==> config.mk <==
export PLATFORM = sky130hd
export DESIGN_NAME = port_rd_frontend
export DESIGN_NICKNAME = d
export VERILOG_FILES = /design/src/rtl/port_fe_pkg.sv /design/src/rtl/port_rd_fifo.sv /design/src/rtl/port_rd_frontend.sv
export SDC_FILE = /design/constraint.sdc
export NUM_CORES = 1
export LEC_CHECK = 0
export BUFFER_PORTS_ARGS = -buffer_cell sky130_fd_sc_hd__clkbuf_2
export CORE_AREA = 2 2 403 285
export DETAILED_ROUTE_END_ITERATION = 12
export DIE_AREA = 0 0 405 287
export PLACE_DENSITY_LB_ADDON = 0.08
export SYNTH_ARGS = -nofsm -noshare
export SYNTH_HDL_FRONTEND = slang
export SYNTH_SLANG_ARGS = --single-unit
==> constraint.sdc <==
create_clock -name clk -period 7 [get_ports clk]
set_input_delay 0.35 -clock clk [delete_from_list [all_inputs] [get_ports clk]]
set_output_delay 0.35 -clock clk [all_outputs]
set_load 0.05 [all_outputs]
==> src/rtl/port_fe_pkg.sv <==
// Shared definitions for the port write/read frontends: halfword width,
// header field positions and the read-side state encoding.
package port_fe_pkg;

    localparam int HWORD_W  = 16;
    localparam int LEN_W    = 9;
    localparam int LEN_MSB  = 15;
    localparam int LEN_LSB  = 7;
    localparam int DEST_MSB = 3;
    localparam int DEST_LSB = 0;

    typedef enum logic [1:0] {
        IDLE = 2'd0,
        SOP  = 2'd1,
        DATA = 2'd2,
        EOP  = 2'd3
    } rd_state_e;

    function automatic logic [LEN_W-1:0] hdr_len(input logic [HWORD_W-1:0] w);
        return w[LEN_MSB:LEN_LSB];
    endfunction

endpackage

==> src/rtl/port_rd_fifo.sv <==
// Synchronous FIFO with extra-MSB pointers for full/empty distinction,
// registered write, combinational head read, asynchronous active-low reset.
module port_rd_fifo #(
    parameter int DEPTH_LOG2 = 6,
    parameter int WIDTH      = 17
) (
    input  logic                  clk,
    input  logic                  rst_n,
    input  logic                  push,
    input  logic [WIDTH-1:0]      push_data,
    input  logic                  pop,
    output logic [WIDTH-1:0]      pop_data,
    output logic                  full,
    output logic                  empty,
    output logic [DEPTH_LOG2:0]   count
);

    localparam int DEPTH = 1 << DEPTH_LOG2;

    logic [WIDTH-1:0]    mem [DEPTH];
    logic [DEPTH_LOG2:0] wr_ptr;
    logic [DEPTH_LOG2:0] rd_ptr;
    logic                do_push;
    logic                do_pop;

    assign empty    = (wr_ptr == rd_ptr);
    assign full     = (wr_ptr[DEPTH_LOG2] != rd_ptr[DEPTH_LOG2]) &&
                      (wr_ptr[DEPTH_LOG2-1:0] == rd_ptr[DEPTH_LOG2-1:0]);
    assign count    = wr_ptr - rd_ptr;
    assign do_push  = push && !full;
    assign do_pop   = pop && !empty;
    assign pop_data = mem[rd_ptr[DEPTH_LOG2-1:0]];

    always_ff @(posedge clk) begin
        if (do_push) mem[wr_ptr[DEPTH_LOG2-1:0]] <= push_data;
    end

    always_ff @(posedge clk or negedge rst_n) begin
        if (!rst_n) begin
            wr_ptr <= '0;
            rd_ptr <= '0;
        end else begin
            if (do_push) wr_ptr <= wr_ptr + 1'b1;
            if (do_pop)  rd_ptr <= rd_ptr + 1'b1;
        end
    end

endmodule

==> src/rtl/port_rd_frontend.sv <==
// Egress frontend: buffers backend halfwords in a FIFO and replays packets as
// rd_sop / rd_vld burst / rd_eop. Optional macro PORT_RD_LENGTH_CHECK_EN adds len_err.
module port_rd_frontend
    import port_fe_pkg::*;
#(
    parameter int DEPTH_LOG2   = 6,
    parameter int PAUSE_MARGIN = 3
) (
    input  logic               clk,
    input  logic               rst_n,
    input  logic               xfer_data_vld,
    input  logic [HWORD_W-1:0] xfer_data,
    input  logic               end_of_packet,
    output logic               xfer_pause,
    input  logic               rd_ready,
    output logic               rd_sop,
    output logic               rd_vld,
    output logic [HWORD_W-1:0] rd_data,
    output logic               rd_eop,
    output logic               ovf
`ifdef PORT_RD_LENGTH_CHECK_EN
    ,
    output logic               len_err
`endif
);

    localparam int CW    = DEPTH_LOG2 + 1;
    localparam int DEPTH = 1 << DEPTH_LOG2;

    rd_state_e          state;
    logic               full;
    logic               empty;
    logic [CW-1:0]      count;
    logic [CW-1:0]      free_slots;
    logic [HWORD_W:0]   head;
    logic               push;
    logic               pop;

    assign push       = xfer_data_vld && !full;
    assign pop        = (state == DATA) && rd_ready && !empty;
    assign free_slots = CW'(DEPTH) - count;

    port_rd_fifo #(
        .DEPTH_LOG2 (DEPTH_LOG2),
        .WIDTH      (HWORD_W + 1)
    ) u_fifo (
        .clk       (clk),
        .rst_n     (rst_n),
        .push      (push),
        .push_data ({end_of_packet, xfer_data}),
        .pop       (pop),
        .pop_data  (head),
        .full      (full),
        .empty     (empty),
        .count     (count)
    );

`ifdef PORT_RD_LENGTH_CHECK_EN
    logic [LEN_W-1:0] len_cnt;
    logic [LEN_W-1:0] len_hdr;
`endif

    // Framing pulses are registered from the state one cycle behind, so rd_sop
    // lands right before the first rd_vld and rd_eop right after the last one.
    always_ff @(posedge clk or negedge rst_n) begin
        if (!rst_n) begin
            state      <= IDLE;
            rd_sop     <= 1'b0;
            rd_vld     <= 1'b0;
            rd_data    <= '0;
            rd_eop     <= 1'b0;
            xfer_pause <= 1'b0;
            ovf        <= 1'b0;
`ifdef PORT_RD_LENGTH_CHECK_EN
            len_cnt    <= '0;
            len_hdr    <= '0;
            len_err    <= 1'b0;
`endif
        end else begin
            rd_sop     <= (state == SOP);
            rd_eop     <= (state == EOP);
            rd_vld     <= pop;
            xfer_pause <= (free_slots <= CW'(PAUSE_MARGIN));
            if (xfer_data_vld && full) ovf <= 1'b1;
            if (pop) rd_data <= head[HWORD_W-1:0];
`ifdef PORT_RD_LENGTH_CHECK_EN
            len_err <= (state == EOP) && (len_cnt != len_hdr);
            if (state == SOP) len_cnt <= '0;
            if (pop) begin
                len_cnt <= len_cnt + 1'b1;
                if (len_cnt == '0) len_hdr <= hdr_len(head[HWORD_W-1:0]);
            end
`endif
            case (state)
                IDLE: if (!empty && rd_ready) state <= SOP;
                SOP:  state <= DATA;
                DATA: if (pop && head[HWORD_W]) state <= EOP;
                EOP:  state <= IDLE;
                default: state <= IDLE;
            endcase
        end
    end

endmodule

## After elaboration in Yosys (flattened, before gate mapping)

Memories as Yosys holds them, arrays and structs flattened.
Cells that the tools add are included.

- Input bits: 21
- Memories kept: 1
- Logic and storage cells: 41
- Bits in latches: 0
- Bits in read-only memories: 0
- Register bits after elaboration: 37
- RAM bits: 1088

- Reductions and logical operators: 13
- $lt $le $gt $ge: 1
- Div/mod/pow operators: 0
- Equality and inequality tests: 8
- Bitwise logic cells: 0
- Multiply operators: 0
- $add $sub $neg: 4
- Shift operators: 0
- Muxes and demuxes: 5

Memory list:

| memory | depth | bits a word | rd ports | clocked after memory_dff | write ports | RTL line | text |
|---|---|---|---|---|---|---|---|
| u_fifo.mem | 64 | 17 | 1 | 0 | 1 | port_rd_fifo.sv:20 | `logic [WIDTH-1:0] mem [DEPTH];` |

Operators with widths:

| kind | number |
|---|---|
| 7-bit by 1-bit adder with 7-bit output (second input constant) | 2 |
| 1-bit logical AND | 9 |
| 2-bit one-hot mux with 4 select lines | 1 |
| 7-bit equality test | 1 |
| 7-bit by 2-bit <= comparator with 1-bit output (second input constant) | 1 |
| 7-bit subtractor | 1 |
| 7-bit subtractor (first input constant) | 1 |
| 6-bit equality test | 1 |
| 2-bit equality test (second input constant) | 2 |
| 2-bit two-way mux | 2 |
| 2-bit by 1-bit equality test with 1-bit output (second input constant) | 1 |
| 1-bit zero test | 2 |
| 2-bit zero test | 1 |
| 1-bit two-way mux | 2 |
| 2-bit by 1-bit inequality test with 1-bit output (second input constant) | 1 |
| 2-bit inequality test (second input constant) | 1 |
| 2-bit AND reduction | 1 |
| 1-bit inequality test | 1 |

## Logic depth before layout (Yosys ltp)

Gate-level depths: netlist (run 1).

- Depth in word-level cells: 7
- Gate-level depth with buffers: 15

## By module

Synthesis (run 1) repeated with hierarchy kept, for this count alone.

- Cells, all modules: 2148
- Area total of the unflattened synthesis: 43745.7 um2

Modules (own cells, without submodules):

| module | instances | seq. area each (um2) | cells an instance | area each (um2) |
|---|---|---|---|---|
| port_rd_fifo | 1 | 33021.7 | 2078 | 42707.2 |
| port_rd_frontend | 1 | 575.6 | 70 | 1038.5 |

## Worst setup path after synthesis (run 1)

No wires, ideal clock.

- Path type: reg2reg
- From: register u_fifo.rd_ptr[0]
- To: memory u_fifo.mem[62][0] (enable)
- Library setup time: 0.391 ns
- Slack: 3.542 ns
- Arrival time: 3.068 ns
- Stages on the path, launching flop included: 12
- Required time: 6.609 ns
- Period minus slack after synthesis: 3.458 ns
- Cell sequence: dfrtp_1 buf_6 buf_6 buf_4 buf_4 inv_1 ha_1 nand2_1 o31ai_2 or4_1 clkbuf_1 nor2_1

- Cells in the longest elaborated chain, start to end: 7

RTL lines:

| item | RTL line | text |
|---|---|---|
| start, declared | port_rd_fifo.sv:22 | `logic [DEPTH_LOG2:0] rd_ptr;` |
| start signal, assigned | port_rd_fifo.sv:44 | `if (do_pop) rd_ptr <= rd_ptr + 1'b1;` |
| 6-bit equality test * | port_rd_fifo.sv:28 | `(wr_ptr[DEPTH_LOG2-1:0] == rd_ptr[DEPTH_LOG2-1:0]);` |
| 1-bit logical AND * | port_rd_fifo.sv:27 | `assign full = (wr_ptr[DEPTH_LOG2] != rd_ptr[DEPTH_LOG2]) &&` |
| 1-bit zero test * | port_rd_fifo.sv:30, port_rd_frontend.sv:39 |  |
| 1-bit logical AND | port_rd_frontend.sv:39 | `assign push = xfer_data_vld && !full;` |
| 1-bit logical AND * | port_rd_fifo.sv:30 | `assign do_push = push && !full;` |
| 1-bit two-way mux * | port_rd_fifo.sv:35 | `if (do_push) mem[wr_ptr[DEPTH_LOG2-1:0]] <= push_data;` |
| 1-bit two-way mux (implied by the code) * | port_rd_fifo.sv:35 |  |
| end, declared | port_rd_fifo.sv:20 |  |

Mark *: on every way between the ends. The rest lies on a longest branch, timed or not.

## Worst setup path in the final report (run 1)

- From: register u_fifo.rd_ptr[1]
- To: register rd_data[5]

- Cells in the longest elaborated chain, start to end: 3

RTL lines:

| item | RTL line | text |
|---|---|---|
| parallel branches: the longest is 3 deep, another holds memory 64 x 17 bit | - |  |
| end signal, assigned | port_rd_frontend.sv:85 | `if (pop) rd_data <= head[HWORD_W-1:0];` |
| end, declared | port_rd_frontend.sv:18 | `output logic [HWORD_W-1:0] rd_data,` |

Several ways; the timed one is not identified.
A chain may end at the register's enable or synchronous reset.

==> impl_metrics.tcl, run 1 <==
set metrics [dict create \
    clk_latency_ns 0.71 \
    cts.sinks 1125 \
    clock_path_buffers 3 \
    ys_ff_latch 1125 \
    cts_tree "built" \
    htree_num_levels 3 \
    cp_max_fo 109 \
    finalNetCount 2138 \
    final_cells 3718 \
    grt_antenna_before_repair 10 \
    clkPwrFrac 0.307 \
    swShare 0.3134 \
    area_delta_synth_final_pct 14.04 \
    p_sw_uw 6114 \
    gp_congestion 0.7899 \
    async_reset_ff_frac 0.03289 \
    arrival_ns 4.84 \
    ys_warn_count 0 \
    place_inst 3502 \
    crit_type "flop to flop" \
    status "completed" \
    die_x_um 405 \
    post-route-period-util 0.6126 \
    grt_pass1_wl_um 165800 \
    cts_resized 0 \
    rsz0062_at_grt "no" \
    startpoint "u_fifo.rd_ptr[1]" \
    io_buffers 41 \
    ys_types 48 \
    maxSlewViolCount 0 \
    critPathLaunchType "flop" \
    design.die.area_sq_um 116200 \
    critPathCapture "rd_data[5]" \
    hold_violations 0 \
    grt_max_degree 110 \
    hold_path.class "input pin to flop" \
    cts_inserted_buffers 113 \
    hold_depth 2 \
    p_leak_uw 0.01573 \
    globalRouteOverflowTotal 0 \
    root_buffer "clkbuf_16" \
    peakVddDrop_mv 0.3068 \
    dr.pass1.iters 5 \
    syn_inst 1951 \
    wirelength_um 117700 \
    fin_worst_skew_ns 0.02666 \
    mostFrequentLayoutCell "edfxtp_1" \
    rr_startpoint "u_fifo.rd_ptr[1]" \
    synth_edf_count 1088 \
    dr_total_vias 20640 \
    place_hpwl_um 65800 \
    fin_tns_setup_ns 0 \
    grt_pass1_vias 21120 \
    sequentialPowerShare 0.414 \
    period_minus_slack_ns 4.288 \
    p_per_area_nw_per_um2 392.2 \
    syn_area_per_cell_sq_um 22.36 \
    min-delay-start "end_of_packet" \
    r2r_cells 7 \
    r2r_slack_ns 2.71 \
    combPwrFrac 0.279 \
    worstReg2RegEnd "rd_data[5]" \
    drt_iter0_markers 2066 \
    fp.dieH_um 287 \
    setup_violations 0 \
    via_per_inst 5.550 \
    slew_headroom 0.1252 \
    cellInternalPower_uw 13390 \
    drive_gt1_frac 0.2984 \
    worst_pin_slew_ns 1.311 \
    n_fill_cell 9533 \
    ios 42 \
    core-area_sq_um 112200 \
    wire_per_inst_um 31.67 \
    row_count 103 \
    maxCapViolCount 0 \
    ys_seq_area_frac 0.7703 \
    mostFrequentLayoutCells "1,088 x edfxtp_1, 279 x mux4_2, 114 x clkbuf_16, 88 x buf_4, 87 x mux2i_1" \
    synth_nets 1991 \
    fmax_mhz 233.2 \
    drc 0 \
    clkSlewWorstSetupHoldPaths_ns 0.06 \
    start_util 0.3886 \
    syn_area_sq_um 43620 \
    crit_path_end_kind "flop" \
    ant_nets 0 \
    grt_usage 0.2056 \
    ys.flop_type "edfxtp_1" \
    cp.required_ns 7.55 \
]
[power by group through the flow]
stage          sequential, uW  combinational [uW]  clock (uW)
3_3_place_gp             8210                5520           0
2_1_floorplan            8130                3680           0
5_1_grt                  8110                5820        6410
6_report                 8080                5440        5990
3_5_place_dp             8220                5520           0
4_1_cts                  8080                5540        6140
[metrics by stage]
step	area, sq um	setup WS, ns	hold WS (ns)	utilization	power, uW
after floorplan	43620	3.542	0.05441	-	11810
after global placement	46040	2.571	0.4430	0.4102	13730
after detailed placement	46040	2.592	0.4520	0.4102	13740
after CTS	49710	2.562	0.2484	0.4428	19750
after global routing	49740	2.293	0.2908	0.4431	20340
final	49740	2.712	0.2868	0.4431	19510
[synthesized netlist by cell type (3+ instances only)]
master	count	share of area
mux2_2	5	0.0013
nor2_1	104	0.0089
a21o_1	3	0.00052
buf_2	28	0.0032
xor2_1	5	0.0010
nor3_1	5	0.00057
buf_1	7	0.00060
dfrtp_1	37	0.021
edfxtp_1	1088	0.75
nand4_1	4	0.00057
a211oi_1	16	0.0028
buf_4	21	0.0036
mux4_2	279	0.14
mux4_1	7	0.0042
mux2i_1	87	0.020
inv_1	16	0.0014
buf_6	9	0.0023
xnor2_1	14	0.0028
nand3_1	19	0.0022
o22ai_1	26	0.0037
a21oi_1	19	0.0022
ha_1	18	0.0052
nand2b_1	3	0.00043
nor2b_1	18	0.0026
a22oi_1	16	0.0028
clkbuf_1	37	0.0032
a31oi_1	17	0.0024
nand2_1	16	0.0014
[logic make-up (layout without fill, tap and decap cells)]
kind of cell | after synthesis | in the layout | share of synthesized area
other | 0 | 1 | 0
and+or+nand+nor | 180 | 180 | 0.01870
AOI/OAI and AO/OA | 109 | 109 | 0.01687
adders and majority gates | 19 | 19 | 0.005623
muxes | 381 | 381 | 0.1704
xor gates and xnor gates | 19 | 19 | 0.003815
DFF | 1125 | 1125 | 0.7703
buffers and inverters | 118 | 362 | 0.01431
[routing by layer]
metal  wire length (um)  up-vias  part of all wire  track usage
met4               2452        6             0.021      0.05103
met3               8977      153             0.076      0.05069
met5                 33        -           0.00028            0
li1                   -     8516                 -            -
met2              50470      684              0.43       0.2882
met1              55800    11280              0.47       0.3206
[worst min path at each step]
stage	slack (ns)	endpoint
after CTS	0.25	state[0]
after floorplan	0.05	ovf
after global routing	0.29	u_fifo.mem[21][16]
after global placement	0.44	ovf
final	0.29	u_fifo.mem[19][16]
after detailed placement	0.45	ovf
[state kept, by name, summed over array words and instances (netlist names)]
register / flops
u_fifo.mem: 1088
ovf: 1
rd_eop: 1
rd_vld: 1
xfer_pause: 1
state: 2
rd_data: 16
u_fifo.rd_ptr: 7
rd_sop: 1
u_fifo.wr_ptr: 7
[cell type report]
type | count | area [sq um] | share of cell area
multi-input cells | 708 | 9563 | 0.1922
clock buffers | 138 | 3003 | 0.06037
diodes | 1 | 2.502 | 0.00005031
repair buffers | 134 | 953.4 | 0.01917
inverters | 16 | 60.06 | 0.001207
flip-flops and latches | 1125 | 33610 | 0.6757
clock inverters | 74 | 645.6 | 0.01298
well taps | 1522 | 1904 | 0.03828
[worst max-delay path: stages, from the launching register on]
cell and delay, ns:
dfrtp_4 0.82, buf_12 0.51, buf_4 0.79, mux4_2 0.42, mux2i_1 0.35, o22ai_1 0.28
nor2_1 0.55, a31oi_1 0.17
[what timing repair did]
action                    CTS  global route
hold buffers                2             0
buffers inserted            0             0
hold endpoints to repair   38             0
Note: power is estimated with default switching activity, not from simulation.
==> run 2, diff against run 1 <==
- ABC_AREA: not set -> 1
- CORE_AREA: 2 2 403 285 -> 2 2 410 290
- DIE_AREA: 0 0 405 287 -> 0 0 412 292
- clock period: 7 -> 4.38 ns (I/O delays scaled with it)
==> run 2 against run 1 <==
  * Worst setup slack got worse by 1.9 ns
  * Clock skew grew 0.012 ns
  * Flip-flop and latch count stayed put
  * Count of clock-buffer cells in the layout unchanged
  * Final area increased by 1.8%
  * Combinational power up 120%
  * Critical path type unchanged
  * Synthesized area grew 3.3%
  * Sequential power grew 57%
  * Total power increased by 75%
==> impl_metrics.tcl, run 2 <==
set metrics [dict create \
    status "completed" \
    n_fill_cell 10660 \
    worst_pin_slew_ns 1.168 \
    maxCapViolCount 0 \
    yosys-top-cells-count "1,088 x edfxtp_1, 790 x nor2_1, 437 x o21ai_0, 278 x nand2_1, 144 x nand3_1" \
    gp_congestion 0.8735 \
    clock_path_buffers 3 \
    cts.sinks 1125 \
    met1_length_um 69220 \
    p_per_area_nw_per_um2 673.4 \
    grt_pass1_wl_um 205600 \
    cts_tree "built" \
    wirelength_um 143600 \
    synth_most_common_cell "edfxtp_1" \
    synth_top_family_by_area "simple AND/OR/NAND/NOR gates" \
    startpoint "u_fifo.rd_ptr[0]" \
    dp_slack_ns 0.7951 \
    clkSlewWorstSetupHoldPaths_ns 0.07 \
    globalRouteOverflowTotal 0 \
    r2r_cells 10 \
    drt_iter0_markers 3578 \
    critPathLaunchType "flop" \
    design.die.area_sq_um 120300 \
    synth_top_area_frac 0.7251 \
    ys_ff_latch 1125 \
    grt_antenna_before_repair 5 \
    synth_xor_area_frac 0.003305 \
    setup_violations 0 \
    root_buffer "clkbuf_16" \
    p_leak_uw 0.01667 \
    hold_violations 0 \
    fin_tns_setup_ns 0 \
    ys_seq_area_frac 0.7457 \
    syn_inst 3523 \
    synth_compound_area_frac 0.1038 \
    grt_usage 0.2364 \
    crit_type "flop to flop" \
    register_area_sq_um 33610 \
    synthAdderAreaFrac 0.005443 \
    crit_path_end_kind "flop" \
    post-route-period-util 0.8120 \
    cp_max_fo 60 \
    multi_input_area_sq_um 10020 \
    drive_gt1_frac 0.09883 \
    largest_reg_flops 1088 \
    core-area_sq_um 116400 \
    grt_pass1_vias 27700 \
    syn_area_sq_um 45060 \
    synth_nets 3563 \
    fin_worst_skew_ns 0.03876 \
    start_util 0.3871 \
    via_per_inst 5.600 \
    ys.flop_type "edfxtp_1" \
    ys_warn_count 0 \
    dr.pass1.iters 6 \
    clk_latency_ns 0.74 \
    p_total_uw 34110 \
    row_count 105 \
    maxUsedRoutingLayer "met4" \
    hold_path.class "input pin to flop" \
    cp.required_ns 5.05 \
    synth.area.top_cells "edfxtp_1 73%, nor2_1 6.6%, o21ai_0 4.9%" \
    synth_edf_count 1088 \
    mostFrequentLayoutCells "1,088 x edfxtp_1, 771 x nor2_1, 437 x o21ai_0, 278 x nand2_1, 144 x nand3_1" \
    yosysTopAreaCell "edfxtp_1" \
    grt_max_degree 196 \
    critPathCapture "rd_data[3]" \
    r2r_slack_ns 0.82 \
    ant_nets 0 \
    io_buffers 41 \
    async_reset_ff_frac 0.03289 \
    htree_num_levels 3 \
    wire_per_inst_um 27.49 \
    synthSimpleGateAreaFrac 0.1069 \
    route.met2.wl_um 60160 \
    fp.dieH_um 292 \
    die_x_um 412 \
    period_minus_slack_ns 3.556 \
    rsz0062_at_grt "no" \
    cts_resized 0 \
    worstReg2RegEnd "rd_data[3]" \
    slew_headroom 0.2203 \
    finalNetCount 3620 \
    synthMuxAreaShare 0.001555 \
    fmax_mhz 281.2 \
    ios 42 \
    place_hpwl_um 86200 \
    arrival_ns 4.22 \
    mostFrequentLayoutCell "edfxtp_1" \
    maxSlewViolCount 0 \
    rr_startpoint "u_fifo.rd_ptr[0]" \
    final_util 0.4352 \
    drc 0 \
    syn_area_per_cell_sq_um 12.79 \
    area_delta_synth_final_pct 12.42 \
    wl_met3_um 11330 \
    peakVddDrop_mv 0.7736 \
    dr_total_vias 29270 \
    ys_types 36 \
    setup_ws_ns 0.8235 \
    cts_inserted_buffers 110 \
]
## run 2: cell count changes after synthesis, moves of 80 or more
cell      change
nand2_1     +262
mux2i_1      -80
o21ai_1     +105
nand3_1     +125
o21ai_0     +436
mux4_2      -279
o22ai_1      +83
nor2_1      +686
o211ai_1    +115
## run 2: where the power goes
part	total [uW]	internal [uW]	leakage [uW]	switching, uW
Combinational	11900	2940	0.00472	8940
Sequential	12700	12300	0.0102	402
Clock	9490	5260	0.00173	4230
Total	34100	20500	0.0167	13600
## run 2: how the worst min path moves through the flow
stage	start	end	slack, ns	cells past startpoint
floorplan	rst_n	ovf	-0.08	0
global placement	rst_n	rd_sop	0.35	2
detailed placement	rst_n	rd_sop	0.35	2
CTS	rd_ready	state[0]	0.005	5
global route	xfer_data[14]	u_fifo.mem[28][14]	0.02	2
finish	xfer_data[14]	u_fifo.mem[28][14]	0.03	2
## run 2: final cells by class
class	instances	share of cell area
timing repair buffer	168	0.02475
multi-input combinational	2104	0.1978
tap	1551	0.03831
clock inverter	67	0.01262
antenna	2	0.00009880
sequential	1125	0.6635
inverter	71	0.005459
clock buffer	138	0.05743
## run 2: kinds of logic (layout without fill, tap and decap cells)
family          Yosys count  count (layout)
compound gates          835             835
xor+xnor                 17              17
fa+ha+maj                19              19
buf+inv                 294             444
flops                  1125            1125
mux                       7               7
other cells               0               2
simple gates           1226            1226
## run 2: routing by layer
layer  up-vias  track usage
met1     15010       0.3753
met3       156      0.04682
li1      12900            -
met4         0      0.05083
met5         -            0
met2      1206       0.3316
## run 2: through the flow
step                hold WS [ns]  instances  area [sq um]
finish                   0.03205       5226         50650
global route             0.01906       5224         50650
CTS                     0.005255       5224         50650
detailed placement        0.3464       5016         47070
global placement          0.3456       5016         47070
floorplan               -0.07659       3523         45060
## run 2: what timing repair did
action	in CTS	in global routing
hold buffers	3	0
setup buffers	0	0
hold endpoints to repair	46	0
## run 2: worst max-delay path, stage by stage, from the launching register on
cell and delay [ns]:
dfrtp_4 0.76, buf_4 0.41, buf_4 0.61, o21ai_0 0.22
o211ai_1 0.44, o211ai_1 0.25, nand2_1 0.20, nand3_1 0.23
nand2_1 0.13, nand2_1 0.05, nand2_1 0.08
